[config.mk]
export PLATFORM = sky130hd
export DESIGN_NAME = clkdiv_multi_flat
export DESIGN_NICKNAME = d
export VERILOG_FILES = /design/src/rtl/clkdiv_pkg.sv /design/src/rtl/clkdiv_if.sv /design/src/rtl/clkdiv_chan.sv /design/src/rtl/clkdiv_multi.sv /design/src/flat_wrapper.sv
export SDC_FILE = /design/constraint.sdc
export NUM_CORES = 1
export LEC_CHECK = 0
export CAP_MARGIN = 5
export CORE_MARGIN = 3
export CORE_UTILIZATION = 65
export DETAILED_ROUTE_END_ITERATION = 8
export DONT_BUFFER_PORTS = 1
export GPL_TIMING_DRIVEN = 0
export PLACE_DENSITY = 0.92
export SLEW_MARGIN = 20
export SYNTH_ARGS = -nofsm -noshare
export SYNTH_HDL_FRONTEND = slang
export SYNTH_SLANG_ARGS = --single-unit
[constraint.sdc]
create_clock -name clk -period 5.34 [get_ports clk]
set_clock_uncertainty 0.2 [all_clocks]
set_input_delay 0.534 -clock clk [delete_from_list [all_inputs] [get_ports clk]]
set_output_delay 0.534 -clock clk [all_outputs]
set_load 0.01 [all_outputs]
[src/rtl/clkdiv_pkg.sv]
// clkdiv_pkg: shared types and helpers for the multi-channel clock divider.
package clkdiv_pkg;
  localparam int DEF_DIV_W = 8;
  typedef logic [DEF_DIV_W-1:0] div_t;
  function automatic int ch_w(input int n);
    return (n > 1) ? $clog2(n) : 1;
  endfunction
  function automatic int unsigned ceil_half(input int unsigned p);
    return (p + 1) / 2;
  endfunction
endpackage

[src/rtl/clkdiv_if.sv]
// clkdiv_if: run enables, config write port and divided outputs of clkdiv_multi.
// Carries the align input only when CLKDIV_PHASE_ALIGN_EN is defined.
interface clkdiv_if #(
  parameter int NUM_CH = 2,
  parameter int DIV_W  = 8
);
  import clkdiv_pkg::*;
  localparam int CH_W = ch_w(NUM_CH);
  logic [NUM_CH-1:0] en;
  logic [NUM_CH-1:0] tick;
  logic [NUM_CH-1:0] clk_out;
  logic              cfg_valid;
  logic              cfg_ready;
  logic [CH_W-1:0]   cfg_ch;
  logic [DIV_W-1:0]  cfg_div;
`ifdef CLKDIV_PHASE_ALIGN_EN
  logic              align;
  modport master (output en, cfg_valid, cfg_ch, cfg_div, align, input cfg_ready, tick, clk_out);
  modport slave  (input en, cfg_valid, cfg_ch, cfg_div, align, output cfg_ready, tick, clk_out);
`else
  modport master (output en, cfg_valid, cfg_ch, cfg_div, input cfg_ready, tick, clk_out);
  modport slave  (input en, cfg_valid, cfg_ch, cfg_div, output cfg_ready, tick, clk_out);
`endif
endinterface

[src/rtl/clkdiv_chan.sv]
// clkdiv_chan: one divider channel with active/shadow divide value and registered tick/square outputs.
module clkdiv_chan #(
  parameter int DIV_W       = 8,
  parameter int DEFAULT_DIV = 2
) (
  input  logic             clk,
  input  logic             clr,
  input  logic             en_i,
  input  logic             align_i,
  input  logic             wr_i,
  input  logic [DIV_W-1:0] div_i,
  output logic             pend_o,
  output logic             tick_o,
  output logic             clk_out_o
);
  import clkdiv_pkg::*;
  logic [DIV_W-1:0] cnt_q, cnt_d, div_q, div_d, shadow_q, shadow_d;
  logic pend_q, pend_d, run_q, tick_q, tick_d, clk_q, clk_d, wrap, apply;
  function automatic logic [DIV_W-1:0] period(input logic [DIV_W-1:0] d);
    return (d == '0) ? DIV_W'(1) : d;
  endfunction
  // a new divide value only lands where a fresh period starts anyway
  always_comb begin
    wrap     = run_q && (cnt_q == period(div_q) - DIV_W'(1));
    apply    = pend_q && (wrap || !run_q || !en_i);
    div_d    = apply ? shadow_q : div_q;
    pend_d   = wr_i || (pend_q && !apply);
    shadow_d = wr_i ? div_i : shadow_q;
    cnt_d    = (!en_i || !run_q || align_i || wrap) ? '0 : cnt_q + DIV_W'(1);
    tick_d   = en_i && (cnt_d == period(div_d) - DIV_W'(1));
    clk_d    = en_i && (cnt_d < DIV_W'(ceil_half(32'(period(div_d)))));
  end
  always_ff @(posedge clk) begin
    if (clr) begin
      cnt_q    <= '0;
      div_q    <= DIV_W'(DEFAULT_DIV);
      shadow_q <= DIV_W'(DEFAULT_DIV);
      pend_q   <= 1'b0;
      run_q    <= 1'b0;
      tick_q   <= 1'b0;
      clk_q    <= 1'b0;
    end else begin
      cnt_q    <= cnt_d;
      div_q    <= div_d;
      shadow_q <= shadow_d;
      pend_q   <= pend_d;
      run_q    <= en_i;
      tick_q   <= tick_d;
      clk_q    <= clk_d;
    end
  end
  assign pend_o    = pend_q;
  assign tick_o    = tick_q;
  assign clk_out_o = clk_q;
endmodule

[src/rtl/clkdiv_multi.sv]
// clkdiv_multi: NUM_CH programmable tick/square-wave dividers with a valid/ready config port.
// Define CLKDIV_PHASE_ALIGN_EN to add the align input that restarts all enabled channels together.
module clkdiv_multi #(
  parameter int NUM_CH      = 2,
  parameter int DIV_W       = 8,
  parameter int DEFAULT_DIV = 2
) (
  input logic     clk,
  input logic     clr,
  clkdiv_if.slave bus
);
  import clkdiv_pkg::*;
  localparam int CH_W = ch_w(NUM_CH);
  localparam int CH_N = 1 << CH_W;
  logic [NUM_CH-1:0] pend, wr, tick, clk_o;
  logic [CH_N-1:0]   pend_x;
  logic              align;
  // out-of-range channels read as never pending, so their writes are accepted and dropped
  always_comb begin
    pend_x               = '0;
    pend_x[NUM_CH-1:0]   = pend;
  end
  assign bus.cfg_ready = !clr && !pend_x[bus.cfg_ch];
`ifdef CLKDIV_PHASE_ALIGN_EN
  assign align = bus.align;
`else
  assign align = 1'b0;
`endif
  for (genvar g = 0; g < NUM_CH; g++) begin : g_ch
    assign wr[g] = bus.cfg_valid && bus.cfg_ready && (bus.cfg_ch == CH_W'(g));
    clkdiv_chan #(.DIV_W(DIV_W), .DEFAULT_DIV(DEFAULT_DIV)) u_chan (
      .clk      (clk),
      .clr      (clr),
      .en_i     (bus.en[g]),
      .align_i  (align),
      .wr_i     (wr[g]),
      .div_i    (bus.cfg_div),
      .pend_o   (pend[g]),
      .tick_o   (tick[g]),
      .clk_out_o(clk_o[g])
    );
  end
  assign bus.tick    = tick;
  assign bus.clk_out = clk_o;
endmodule

[src/flat_wrapper.sv]
// flat-port wrapper written by rule: the top's interface ports become plain ports
module clkdiv_multi_flat import clkdiv_pkg::*;
#(
  parameter int NUM_CH      = 2,
  parameter int DIV_W       = 8,
  parameter int DEFAULT_DIV = 2
)
  (clk, clr, bus_en, bus_cfg_valid, bus_cfg_ch, bus_cfg_div, bus_cfg_ready, bus_tick, bus_clk_out);
  clkdiv_if #(.NUM_CH(NUM_CH), .DIV_W(DIV_W)) bus_i ();
  input logic clk;
  input logic clr;
  input wire logic [$bits(bus_i.en)-1:0] bus_en;
  input wire logic [$bits(bus_i.cfg_valid)-1:0] bus_cfg_valid;
  input wire logic [$bits(bus_i.cfg_ch)-1:0] bus_cfg_ch;
  input wire logic [$bits(bus_i.cfg_div)-1:0] bus_cfg_div;
  output wire logic [$bits(bus_i.cfg_ready)-1:0] bus_cfg_ready;
  output wire logic [$bits(bus_i.tick)-1:0] bus_tick;
  output wire logic [$bits(bus_i.clk_out)-1:0] bus_clk_out;
  assign bus_i.en = bus_en;
  assign bus_i.cfg_valid = bus_cfg_valid;
  assign bus_i.cfg_ch = bus_cfg_ch;
  assign bus_i.cfg_div = bus_cfg_div;
  assign bus_cfg_ready = bus_i.cfg_ready;
  assign bus_tick = bus_i.tick;
  assign bus_clk_out = bus_i.clk_out;
  clkdiv_multi #(.NUM_CH(NUM_CH), .DIV_W(DIV_W), .DEFAULT_DIV(DEFAULT_DIV)) u_core (.clk(clk), .clr(clr), .bus(bus_i));
endmodule
==> summary.md <==
| Metric | Value |
|---|---|
| Run status | finished, final reports clean |
| Worst path setup slack after routing | 0.486 ns |
| Final Critical Period | 4.85 ns |
| Chip width | 89.8 um |
| Final Core Density | 0.729 |
| Top library cells by usage in the layout, fill and taps aside | sky130_fd_sc_hd__nor2_1, sky130_fd_sc_hd__dfxtp_1, sky130_fd_sc_hd__xor2_1, sky130_fd_sc_hd__nand2_1, sky130_fd_sc_hd__nor3_1 |
| Number of warnings reported in the yosys synthesis log | 0 |
| Fill cell instance count of the final layout | 513 |
| Worst-skew pair later-pin latency | 0.33 ns |
| Peak fanout along the critical path | 8 |
| First-pass iteration count of the detailed router | 5 |
| Syn nets | 600 |
| Iter 0 DRT Violations | 525 |
| Tightest Hold Check Type | primary input to register |
| Number of buffers inserted for hold repair after clock tree synthesis | 0 |
| Arrival time worst endpoint | 4.92 ns |
| Clock sink count | 56 |
| Final global-route overflow total | 0 |
| Final-report setup violation count | 0 |
| Proportion of synthesized flip-flops having asynchronous set or reset | 0 |
| Tcrit/Tclk final | 0.909 |
| Total Neg Setup Slack | 0 ns |
| Cell chosen for the clock root | sky130_fd_sc_hd__clkbuf_8 |
| Die span in y | 89.8 um |
| Cell chain of the critical path | nor3_2 -> a31oi_1 -> ha_1 -> nand2b_1 -> o21ai_0 -> o31ai_1 -> nor4_4 -> a21oi_2 -> nor2_1 -> a41oi_2 -> nor3_1 -> xor2_1 -> ha_1 -> a21oi_1 -> nor2b_1 -> o21ai_0 -> nand3_1 -> a31oi_1 |
| RSZ-0062 raised after global routing | no |
| IO Port Bufs | 0 |
| Post-synthesis instance total | 566 |
| Leak pwr | 1.83 nW |
| Post-route DRC | 0 |
| Remaining antenna violation count | 0 |
| Number of slew-limit violations in the final report | 0 |
| Average cell area after synthesis | 8.07 um^2 |
| Number of buffer and inverter instances along the worst setup path | 0 |
| Number of flops mapped to enable cells by yosys | 0 |
| Number of max-capacitance violations reported | 0 |
| Ratio of cells with drive above 1 in the final layout | 0.106 |
| Clock tree from TritonCTS | done |
| Tot Pwr | 0.803 mW |
| Number of H-tree levels | 2 |
| Pin count of the biggest net entering global routing | 20 |
| Aggregate global-route resource usage | 0.321 |
| Nature of the critical path endpoint | register |
| Total CTS buffers | 5 |
| Worst slew pin tran | 0.655 ns |
| Initial antenna violation count | 0 |
| Gate family responsible for the most delay along the worst path | compound AO/OA/AOI/OAI gates |
| Worst stage delay on the critical path | 0.56 ns |
| Row cnt | 29 |
| GPL Wtd Cong | 1.01 |
| Max-slew headroom | 0.564 |
| Crit start category | register |
| Initial Utilization | 0.695 |
| Post-synthesis instance area | 4570 um^2 |
| Dominant cells by area after synthesis | sky130_fd_sc_hd__dfxtp_1, sky130_fd_sc_hd__nor2_1, sky130_fd_sc_hd__xor2_1 |
| Post-synthesis cell type with the largest combined area | sky130_fd_sc_hd__dfxtp_1 |
| Hold slack | 0.121 ns |
| Total routed wirelength | 12.9 mm |
| FMAX | 0.206 GHz |
| Wire per inst | 19.4 um |
| Post-CTS clock slew at the launch and capture registers of the worst setup and hold paths | 0.12 ns |
| Core Footprint | 6570 um^2 |
| Main flop type after synthesis | sky130_fd_sc_hd__dfxtp_1 |
| Post-CTS resize count | 0 |
| Critical Path RT | 5.40 ns |
| Most common cell after layout, fill and taps aside | sky130_fd_sc_hd__nor2_1 |
| Nets@finish | 607 |
| Flip-flop and latch count after synthesis | 56 |
| VDD IR max | 150 uV |
| Final hold violation count | 0 |
| Global-route wire length before repair | 21.3 mm |
| Die Footprint | 8070 um^2 |
| Total number of vias | 4,415 |
| Via count of the first global-routing pass | 4,210 |
| Antenna cells | 0 |
| Via-per-instance ratio | 6.62 |
| Number of unique standard cell types used by synthesis | 80 |
| Number of post-CTS setup repair buffers | 0 |
| Master of the slowest instance on the critical path | sky130_fd_sc_hd__dfxtp_1 |
| Placed wire-length estimate after detailed placement | 10.1 mm |
| Maximum buffer depth of the clock tree | 2 |
| Synth top area share | 0.246 |
| Worst setup path category | register to register |
| Power density normalized to cell area | 168 nW/um^2 |
| Area growth syn-to-layout | 4.82% |
| Placement-stage worst setup slack | 0.552 ns |
| Number of I/O pins | 19 |
| Share of the yosys chip area belonging to registers | 0.246 |
-- stage by stage --
step / std cells / area [um^2]
2_1_floorplan: 566 / 4570
3_3_place_gp: 659 / 4680
3_5_place_dp: 659 / 4680
4_1_cts: 667 / 4780
5_1_grt: 667 / 4790
6_report: 667 / 4790
-- sequential cells by signal, summed over array words and instances, names as in the netlist --
signal,flops
u_core.g_ch.u_chan.shadow_q,16
u_core.g_ch.u_chan.run_q,2
u_core.g_ch.u_chan.cnt_q,16
u_core.g_ch.u_chan.pend_o,2
u_core.g_ch.u_chan.clk_out_o,2
u_core.g_ch.u_chan.div_q,16
u_core.g_ch.u_chan.tick_o,2
-- report_power, final --
group / internal [mW] / switching, mW
registers: 0.425 / 0.00838
clock network: 0.0969 / 0.163
logic: 0.0400 / 0.0692
-- metal layers --
metal | up-vias | part of all wire | global-route usage
met5 | - | 0 | 0
met4 | 0 | 0.019 | 0.0958
met3 | 34 | 0.13 | 0.101
met2 | 255 | 0.42 | 0.477
met1 | 2050 | 0.43 | 0.447
li1 | 2076 | - | -
-- Yosys cell counts, types with 8 or more instances --
master                     number
sky130_fd_sc_hd__dfxtp_1       56
sky130_fd_sc_hd__clkbuf_1      16
sky130_fd_sc_hd__o21ai_0       15
sky130_fd_sc_hd__nand2_1       30
sky130_fd_sc_hd__a211oi_1      10
sky130_fd_sc_hd__mux2i_1       21
sky130_fd_sc_hd__a21oi_1       24
sky130_fd_sc_hd__nand2b_1       9
sky130_fd_sc_hd__inv_1         19
sky130_fd_sc_hd__nor2_1        81
sky130_fd_sc_hd__o211ai_1      15
sky130_fd_sc_hd__xor2_1        30
sky130_fd_sc_hd__ha_1          20
sky130_fd_sc_hd__a21o_1         8
sky130_fd_sc_hd__nor3_1        25
sky130_fd_sc_hd__nand3_1       20
sky130_fd_sc_hd__buf_2          8
sky130_fd_sc_hd__xnor2_1       17
-- worst paths after layout --
path / from / end / slack [ns] / depth (start not counted)
max reg2reg: u_core.g_ch[1].u_chan.div_q[5] / u_core.g_ch[1].u_chan.clk_out_o / 0.49 / 18
min: bus_cfg_div[1] / u_core.g_ch[0].u_chan.shadow_q[1] / 0.12 / 1
max: u_core.g_ch[1].u_chan.div_q[5] / u_core.g_ch[1].u_chan.clk_out_o / 0.49 / 18
min reg2reg: u_core.g_ch[0].u_chan.shadow_q[0] / u_core.g_ch[0].u_chan.div_q[0] / 0.36 / 2
-- cell type report --
type | instances | area [um^2] | share of cell area
clock inverters | 3 | 27.5 | 0.00575
clock buffers | 5 | 68.8 | 0.0144
plain buffers | 33 | 186 | 0.0390
inverters | 20 | 75.1 | 0.0157
flip-flops and latches | 56 | 1120 | 0.234
well taps | 93 | 116 | 0.0243
multi-input cells | 457 | 3190 | 0.667
-- logic make-up after synthesis --
| kind of cell | after synthesis | synth area share |
|---|---|---|
| compound gates | 135 | 0.221 |
| xor+xnor | 47 | 0.0902 |
| fa+ha+maj | 20 | 0.0548 |
| buf+inv | 53 | 0.0573 |
| flops | 56 | 0.246 |
| mux | 26 | 0.0597 |
| simple gates | 229 | 0.271 |
No activity file was read; power rests on OpenSTA's default activity.
